<file path="config.mk">
export PLATFORM = sky130hd
export DESIGN_NAME = hack_alu_pipe
export DESIGN_NICKNAME = d
export VERILOG_FILES = /design/src/rtl/hack_alu_pkg.sv /design/src/rtl/hack_alu_operand.sv /design/src/rtl/hack_alu_pipe.sv
export SDC_FILE = /design/constraint.sdc
export NUM_CORES = 1
export LEC_CHECK = 0
export ABC_CLOCK_PERIOD_IN_PS = 6500
export BUFFER_PORTS_ARGS = -buffer_cell sky130_fd_sc_hd__buf_2
export CAP_MARGIN = 20
export CORE_ASPECT_RATIO = 1.1
export CORE_UTILIZATION = 40
export DETAILED_ROUTE_END_ITERATION = 10
export PLACE_DENSITY_LB_ADDON = 0.08
export SLEW_MARGIN = 5
export SYNTH_ARGS = -nofsm -noshare
export SYNTH_HDL_FRONTEND = slang
export SYNTH_SLANG_ARGS = --single-unit
</file>
<file path="constraint.sdc">
create_clock -name i_clk -period 6.5 [get_ports i_clk]
set_input_delay 1.95 -clock i_clk [delete_from_list [all_inputs] [get_ports i_clk]]
set_output_delay 1.95 -clock i_clk [all_outputs]
set_load 0.005 [all_outputs]
</file>
<file path="src/rtl/hack_alu_pkg.sv">
// Shared types and constants for the pipelined Hack ALU.
// Control word layout and the 18 standard Hack comp codes.
package hack_alu_pkg;

    typedef struct packed {
        logic zx;
        logic nx;
        logic zy;
        logic ny;
        logic f;
        logic no;
    } hack_ctrl_t;

    localparam logic [5:0] C_ZERO      = 6'b101010;
    localparam logic [5:0] C_ONE       = 6'b111111;
    localparam logic [5:0] C_MINUS_1   = 6'b111010;
    localparam logic [5:0] C_X         = 6'b001100;
    localparam logic [5:0] C_Y         = 6'b110000;
    localparam logic [5:0] C_NOT_X     = 6'b001101;
    localparam logic [5:0] C_NOT_Y     = 6'b110001;
    localparam logic [5:0] C_NEG_X     = 6'b001111;
    localparam logic [5:0] C_NEG_Y     = 6'b110011;
    localparam logic [5:0] C_X_PLUS_1  = 6'b011111;
    localparam logic [5:0] C_Y_PLUS_1  = 6'b110111;
    localparam logic [5:0] C_X_MINUS_1 = 6'b001110;
    localparam logic [5:0] C_Y_MINUS_1 = 6'b110010;
    localparam logic [5:0] C_X_PLUS_Y  = 6'b000010;
    localparam logic [5:0] C_X_MINUS_Y = 6'b010011;
    localparam logic [5:0] C_Y_MINUS_X = 6'b000111;
    localparam logic [5:0] C_X_AND_Y   = 6'b000000;
    localparam logic [5:0] C_X_OR_Y    = 6'b010101;

endpackage

</file>
<file path="src/rtl/hack_alu_operand.sv">
// Operand conditioning for one Hack ALU input: optional zeroing, then optional inversion.
module hack_alu_operand #(
    parameter int W = 16
) (
    input  logic [W-1:0] data,
    input  logic         zero,
    input  logic         neg,
    output logic [W-1:0] cond_data
);

    logic [W-1:0] zeroed_s;

    // Zero first, then invert, as in the Hack ALU definition.
    always_comb begin
        zeroed_s  = '0;
        cond_data = '0;
        if (zero) begin
            zeroed_s = '0;
        end else begin
            zeroed_s = data;
        end
        if (neg) begin
            cond_data = ~zeroed_s;
        end else begin
            cond_data = zeroed_s;
        end
    end

endmodule

</file>
<file path="src/rtl/hack_alu_pipe.sv">
// Two-stage valid/ready pipelined Hack ALU with a completed-operation counter.
// Define HACK_ALU_OVF_EN to add the o_carry / o_overflow outputs.
module hack_alu_pipe
    import hack_alu_pkg::*;
#(
    parameter int W     = 16,
    parameter int CNT_W = 32
) (
    input  logic             i_clk,
    input  logic             i_rst_n,
    input  logic             i_valid,
    output logic             o_ready,
    input  logic [5:0]       i_ctrl,
    input  logic [W-1:0]     inx,
    input  logic [W-1:0]     iny,
    output logic             o_valid,
    input  logic             i_ready,
    output logic [W-1:0]     out,
    output logic             o_zero,
    output logic             o_negative,
`ifdef HACK_ALU_OVF_EN
    output logic             o_carry,
    output logic             o_overflow,
`endif
    output logic [CNT_W-1:0] o_ops_done
);

`ifdef HACK_ALU_OVF_EN
    localparam int SUM_W = W + 1;
`else
    localparam int SUM_W = W;
`endif

    hack_ctrl_t       ctrl_s;
    logic [W-1:0]     x_cond_s;
    logic [W-1:0]     y_cond_s;
    logic             s2_load_s;
    logic             s1_load_s;
    logic             accept_s;
    logic             s1_valid_r;
    logic [W-1:0]     s1_x_r;
    logic [W-1:0]     s1_y_r;
    logic             s1_f_r;
    logic             s1_no_r;
    logic             s2_valid_r;
    logic [SUM_W-1:0] sum_s;
    logic [W-1:0]     pre_s;
    logic [W-1:0]     res_s;
`ifdef HACK_ALU_OVF_EN
    logic             carry_s;
    logic             ovf_s;
`endif

    assign ctrl_s  = hack_ctrl_t'(i_ctrl);
    assign o_valid = s2_valid_r;

    hack_alu_operand #(.W(W)) u_opx (
        .data      (inx),
        .zero      (ctrl_s.zx),
        .neg       (ctrl_s.nx),
        .cond_data (x_cond_s)
    );

    hack_alu_operand #(.W(W)) u_opy (
        .data      (iny),
        .zero      (ctrl_s.zy),
        .neg       (ctrl_s.ny),
        .cond_data (y_cond_s)
    );

    // Handshake: stage 2 drains or is empty, stage 1 follows; no skid buffer.
    always_comb begin
        s2_load_s = !s2_valid_r || i_ready;
        s1_load_s = !s1_valid_r || s2_load_s;
        o_ready   = i_rst_n && s1_load_s;
        accept_s  = i_valid && o_ready;
    end

    // Stage 1: capture conditioned operands and the f/no selects.
    always_ff @(posedge i_clk) begin
        if (!i_rst_n) begin
            s1_valid_r <= 1'b0;
            s1_x_r     <= '0;
            s1_y_r     <= '0;
            s1_f_r     <= 1'b0;
            s1_no_r    <= 1'b0;
        end else if (s1_load_s) begin
            s1_valid_r <= accept_s;
            if (accept_s) begin
                s1_x_r  <= x_cond_s;
                s1_y_r  <= y_cond_s;
                s1_f_r  <= ctrl_s.f;
                s1_no_r <= ctrl_s.no;
            end
        end
    end

    // Function select and output inversion on the stage-1 operands.
    always_comb begin
        sum_s = SUM_W'(s1_x_r) + SUM_W'(s1_y_r);
        pre_s = '0;
        res_s = '0;
        if (s1_f_r) begin
            pre_s = sum_s[W-1:0];
        end else begin
            pre_s = s1_x_r & s1_y_r;
        end
        if (s1_no_r) begin
            res_s = ~pre_s;
        end else begin
            res_s = pre_s;
        end
`ifdef HACK_ALU_OVF_EN
        carry_s = s1_f_r & sum_s[W];
        ovf_s   = s1_f_r & (s1_x_r[W-1] == s1_y_r[W-1]) & (sum_s[W-1] != s1_x_r[W-1]);
`endif
    end

    // Stage 2: result and flags, held while downstream stalls.
    always_ff @(posedge i_clk) begin
        if (!i_rst_n) begin
            s2_valid_r <= 1'b0;
            out        <= '0;
            o_zero     <= 1'b0;
            o_negative <= 1'b0;
`ifdef HACK_ALU_OVF_EN
            o_carry    <= 1'b0;
            o_overflow <= 1'b0;
`endif
        end else if (s2_load_s) begin
            s2_valid_r <= s1_valid_r;
            if (s1_valid_r) begin
                out        <= res_s;
                o_zero     <= (res_s == '0);
                o_negative <= res_s[W-1];
`ifdef HACK_ALU_OVF_EN
                o_carry    <= carry_s;
                o_overflow <= ovf_s;
`endif
            end
        end
    end

    // Count results handed downstream; wraps naturally.
    always_ff @(posedge i_clk) begin
        if (!i_rst_n) begin
            o_ops_done <= '0;
        end else if (s2_valid_r && i_ready) begin
            o_ops_done <= o_ops_done + CNT_W'(1);
        end
    end

endmodule

</file>
==> Word-level counts from Yosys, hierarchy flattened <==
Cells that the tools add are included.
{ "totals": {"wordCells": 32, "register_bits": 86} }
{ "classes": {"bitwise": 4, "add_sub_neg": 2, "n_reduce_logical": 10, "muxes": 6} }
{ "ops": {"columns": ["op", "n"], "rows": [
  ["16-bit two-way mux", 6],
  ["16-bit NOT", 3],
  ["32-bit by 1-bit adder with 32-bit output, second input constant", 1],
  ["16-bit adder", 1],
  ["16-bit bitwise AND", 1],
  ["16-bit logical NOT", 1],
  ["2-bit AND reduction", 2],
  ["1-bit logical AND", 3],
  ["1-bit logical NOT", 2],
  ["1-bit logical OR", 2]
]} }

==> Longest topological paths before layout <==
{ "depth": {"ltp_word": 6, "depth_mapped": 10, "depth_no_buf": 10} }

==> By module <==
Synthesis repeated with hierarchy kept, for this count alone.
{ "unflattened": {"cells_unflattened": 620, "hier_area_um2": 5390.2} }
{ "by_module_without_submodules": {"columns": ["module", "cells_each", "n_inst", "seq_area_each_um2", "area_per_inst_um2"], "rows": [
  ["hack_alu_pipe", 550, 1, 1701.6, 4524.3],
  ["hack_alu_operand", 35, 2, 0.0, 432.9]
]} }

==> Worst setup path before layout <==
No wires, ideal clock.
{ "synth_path": {"path_kind": "input port to output port", "start": "input i_rst_n", "end": "output o_ready", "slack_ns": 1.952, "n_path_buf": 1, "path_stages": 3, "t_arrival_ns": 2.598, "cell_sequence": "clkbuf_1 clkinv_1 a21oi_1"} }
{ "synth_between": {"elab_chain_cells": 1} }
{ "synth_rtl": {"columns": ["element", "line", "rtl"], "rows": [
  ["from (decl)", "hack_alu_pipe.sv:10", "input logic i_rst_n,"],
  ["1-bit logical AND", "hack_alu_pipe.sv:75", "o_ready = i_rst_n && s1_load_s;"],
  ["to (decl)", "hack_alu_pipe.sv:12", "output logic o_ready,"]
]} }
No other way between the ends.

==> Worst setup path in the final report <==
Same ends and word-level chain as after synthesis.

==> impl_metrics.tcl <==
set metrics [dict create \
    grt_pass1_vias 3660 \
    syn_to_final_growth_pct 18.4 \
    clkLatencyLatePin_ps 330 \
    critical_path.startpoint_type "input port" \
    regToRegStartpoint "s1_x_r[0]" \
    cts-hold-fix-buffers 0 \
    r2r-end "o_zero" \
    fin_area_um2 5720 \
    rsz0062_at_grt "false" \
    crit_chain "buf_2, clkinv_1, buf_4, a21oi_1, buf_2" \
    min_path_type "register to register" \
    period_share 0.737 \
    crit_type "input port to output port" \
    crit_path_start "i_rst_n" \
    grt.total_usage 0.174 \
    placed_area_um2 5370 \
    synth_fp_nets 641 \
    final.min_clock_period_ps 4790 \
    powerDensity_nw_per_um2 238 \
    hold_path_end "out[5]" \
    grt-busiest-layer "met2" \
    grt_overflow 0 \
    cts_tree "done" \
    min_delay_path_depth 2 \
    hp-start "out[5]" \
    via_count 4016 \
    cts_max_level 3 \
    async_flop_share 0 \
    cpMostUsedCell "buf_2" \
    grt_max_degree 69 \
    max-cap-violations 0 \
    numClockSinks 85 \
    die_area_um2 12500 \
    start_util 0.416 \
    drive_above_1_share 0.195 \
    postCtsSetupRepairBufs 0 \
    routed_via_density 4.95 \
    worstPathRequired_ps 4550 \
    ys_warn_count 0 \
    cts_root_buf "clkbuf_16" \
    relSlewSlack 0.344 \
    wl_per_cell_um 12.6 \
    antenna_cells 0 \
    synth_top_area_cell "dfxtp_1" \
    fmax_ghz 0.209 \
    grt_pass1_wl_mm 17.4 \
    cts_made_buffers 9 \
    p_leak_nw 2.36 \
    clock_skew_ps 5.54 \
    worst_pin_slew_ps 982 \
    final-setup-viol-count 0 \
    synthTopCellsByCount "85 x dfxtp_1, 55 x nand3_1, 54 x xnor2_1" \
    syn_area_um2 4830 \
    dieWidth_um 107 \
    rows 41 \
    synth_area_per_cell_um2 8.31 \
    wirelength_mm 10.2 \
    gp_congestion 0.849 \
    crit_fanout 52 \
    cts.path.max_buffers 2 \
    reg2reg_depth 10 \
    grt_use_met1 0.224 \
    finalMaxSlewViolations 0 \
    slowest_delay_ps 450 \
    clkTransAtPathRegs_ps 60 \
    finalSetupTns_ps 0 \
    drcViolationCount 0 \
    yosysSeqAreaShare 0.353 \
    die_y_um 117 \
    hold_violations 0 \
    synth_edf_count 0 \
    ant_nets 0 \
    yosysMostFrequentCell "dfxtp_1" \
    r2r_slack_ps 3570 \
    grtUsageMet2 0.295 \
    ys.flop_type "dfxtp_1" \
    ios 94 \
    core_um2 11600 \
    crit_arrival_ps 2840 \
    synth_top_area_share 0.353 \
    grt_use_met3 0.0227 \
    ys_types 58 \
    cts_resized 0 \
    status "finished clean" \
    io_buffer_count 93 \
    ys_ff_latch 85 \
    syn_inst 581 \
    antenna_found_initial 0 \
    slowest_stage "buf_4" \
    peakVddDrop_v 0.000139 \
    first_pass_iters 4 \
    cp-end-kind "output port" \
    nets 716 \
    ys_top_cells_by_area "dfxtp_1 35%, xnor2_1 9.8%, nand3_1 5.7%, nor2b_1 5.2%, xor2_1 5.1%" \
    detailed_place_hpwl_mm 7.69 \
    drtIter0Drc 208 \
]
critical path: cells and delay by family:
kind,cells,cell delay [ps]
AO/OA/AOI/OAI,1,110
buffers and inverters,4,770
through the flow:
stage	utilization	std cells	hold slack (ps)	total power (W)	worst slack, ps
after floorplan	-	581	448	0.000743	1950
after global placement	0.463	795	437	0.000792	1690
after detailed placement	0.463	795	441	0.000796	1690
after CTS	0.493	811	452	0.00138	1680
after global routing	0.493	811	461	0.00144	1580
final	0.493	811	448	0.00136	1710
cells by family (layout without fill, tap and decap cells):
family                   count (synthesis)  count (layout)  share of synthesized area
flip-flops                              85              85                      0.353
buffers and inverters                   40             120                     0.0334
adder cells (fa/ha/maj)                 18              18                     0.0482
AO/OA/AOI/OAI                          105             105                      0.136
XOR/XNOR                                82              82                      0.149
AND/OR/NAND/NOR                        237             237                      0.252
multiplexers                            14              14                     0.0293
state kept, by name, summed over array words and instances, names as in the netlist:
signal	flops
s1_y_r	16
s1_f_r	1
out	16
s1_no_r	1
s1_x_r	16
o_ops_done	32
o_valid	1
s1_valid_r	1
o_zero	1
worst max path at each step:
stage          endpoint  depth (start not counted)
2_1_floorplan   o_ready                          3
3_3_place_gp    o_ready                          5
3_5_place_dp    o_ready                          5
4_1_cts         o_ready                          5
5_1_grt         o_ready                          5
6_report        o_ready                          5
cell type report:
cell class | count | area [um2]
clock inverters | 3 | 65.1
multi-input cells | 456 | 2960
flip-flops and latches | 85 | 1700
repair buffers | 96 | 488
inverters | 8 | 30.0
well taps | 150 | 188
clock buffers | 13 | 280
fillers | 1178 | 5880
cell usage in the layout, fill, tap and decap left out, types with 9 or more instances in the layout:
master     netlist  routed
nor2_1          50      50
ha_1            17      17
buf_2            3      93
nor2b_1         40      40
nand3_1         55      55
nand2_1         46      46
mux2i_1         13      13
xor2_1          28      28
xnor2_1         54      54
a21oi_1         30      30
dfxtp_1         85      85
o21ai_0         41      41
and3_1          10      10
clkbuf_16        0       9
routing by layer:
layer / vias up / part of all wire
met4: 0 / 0.017
met2: 84 / 0.45
met3: 13 / 0.032
li1: 2150 / -
met1: 1769 / 0.51
met5: - / 0
where the power goes:
part / total, W / switching (W) / internal (W)
clock: 0.000579 / 0.000201 / 0.000378
combinational: 0.000215 / 0.000116 / 0.0000992
sequential: 0.000569 / 0.0000219 / 0.000547
Power figures use the tool's default switching activity.
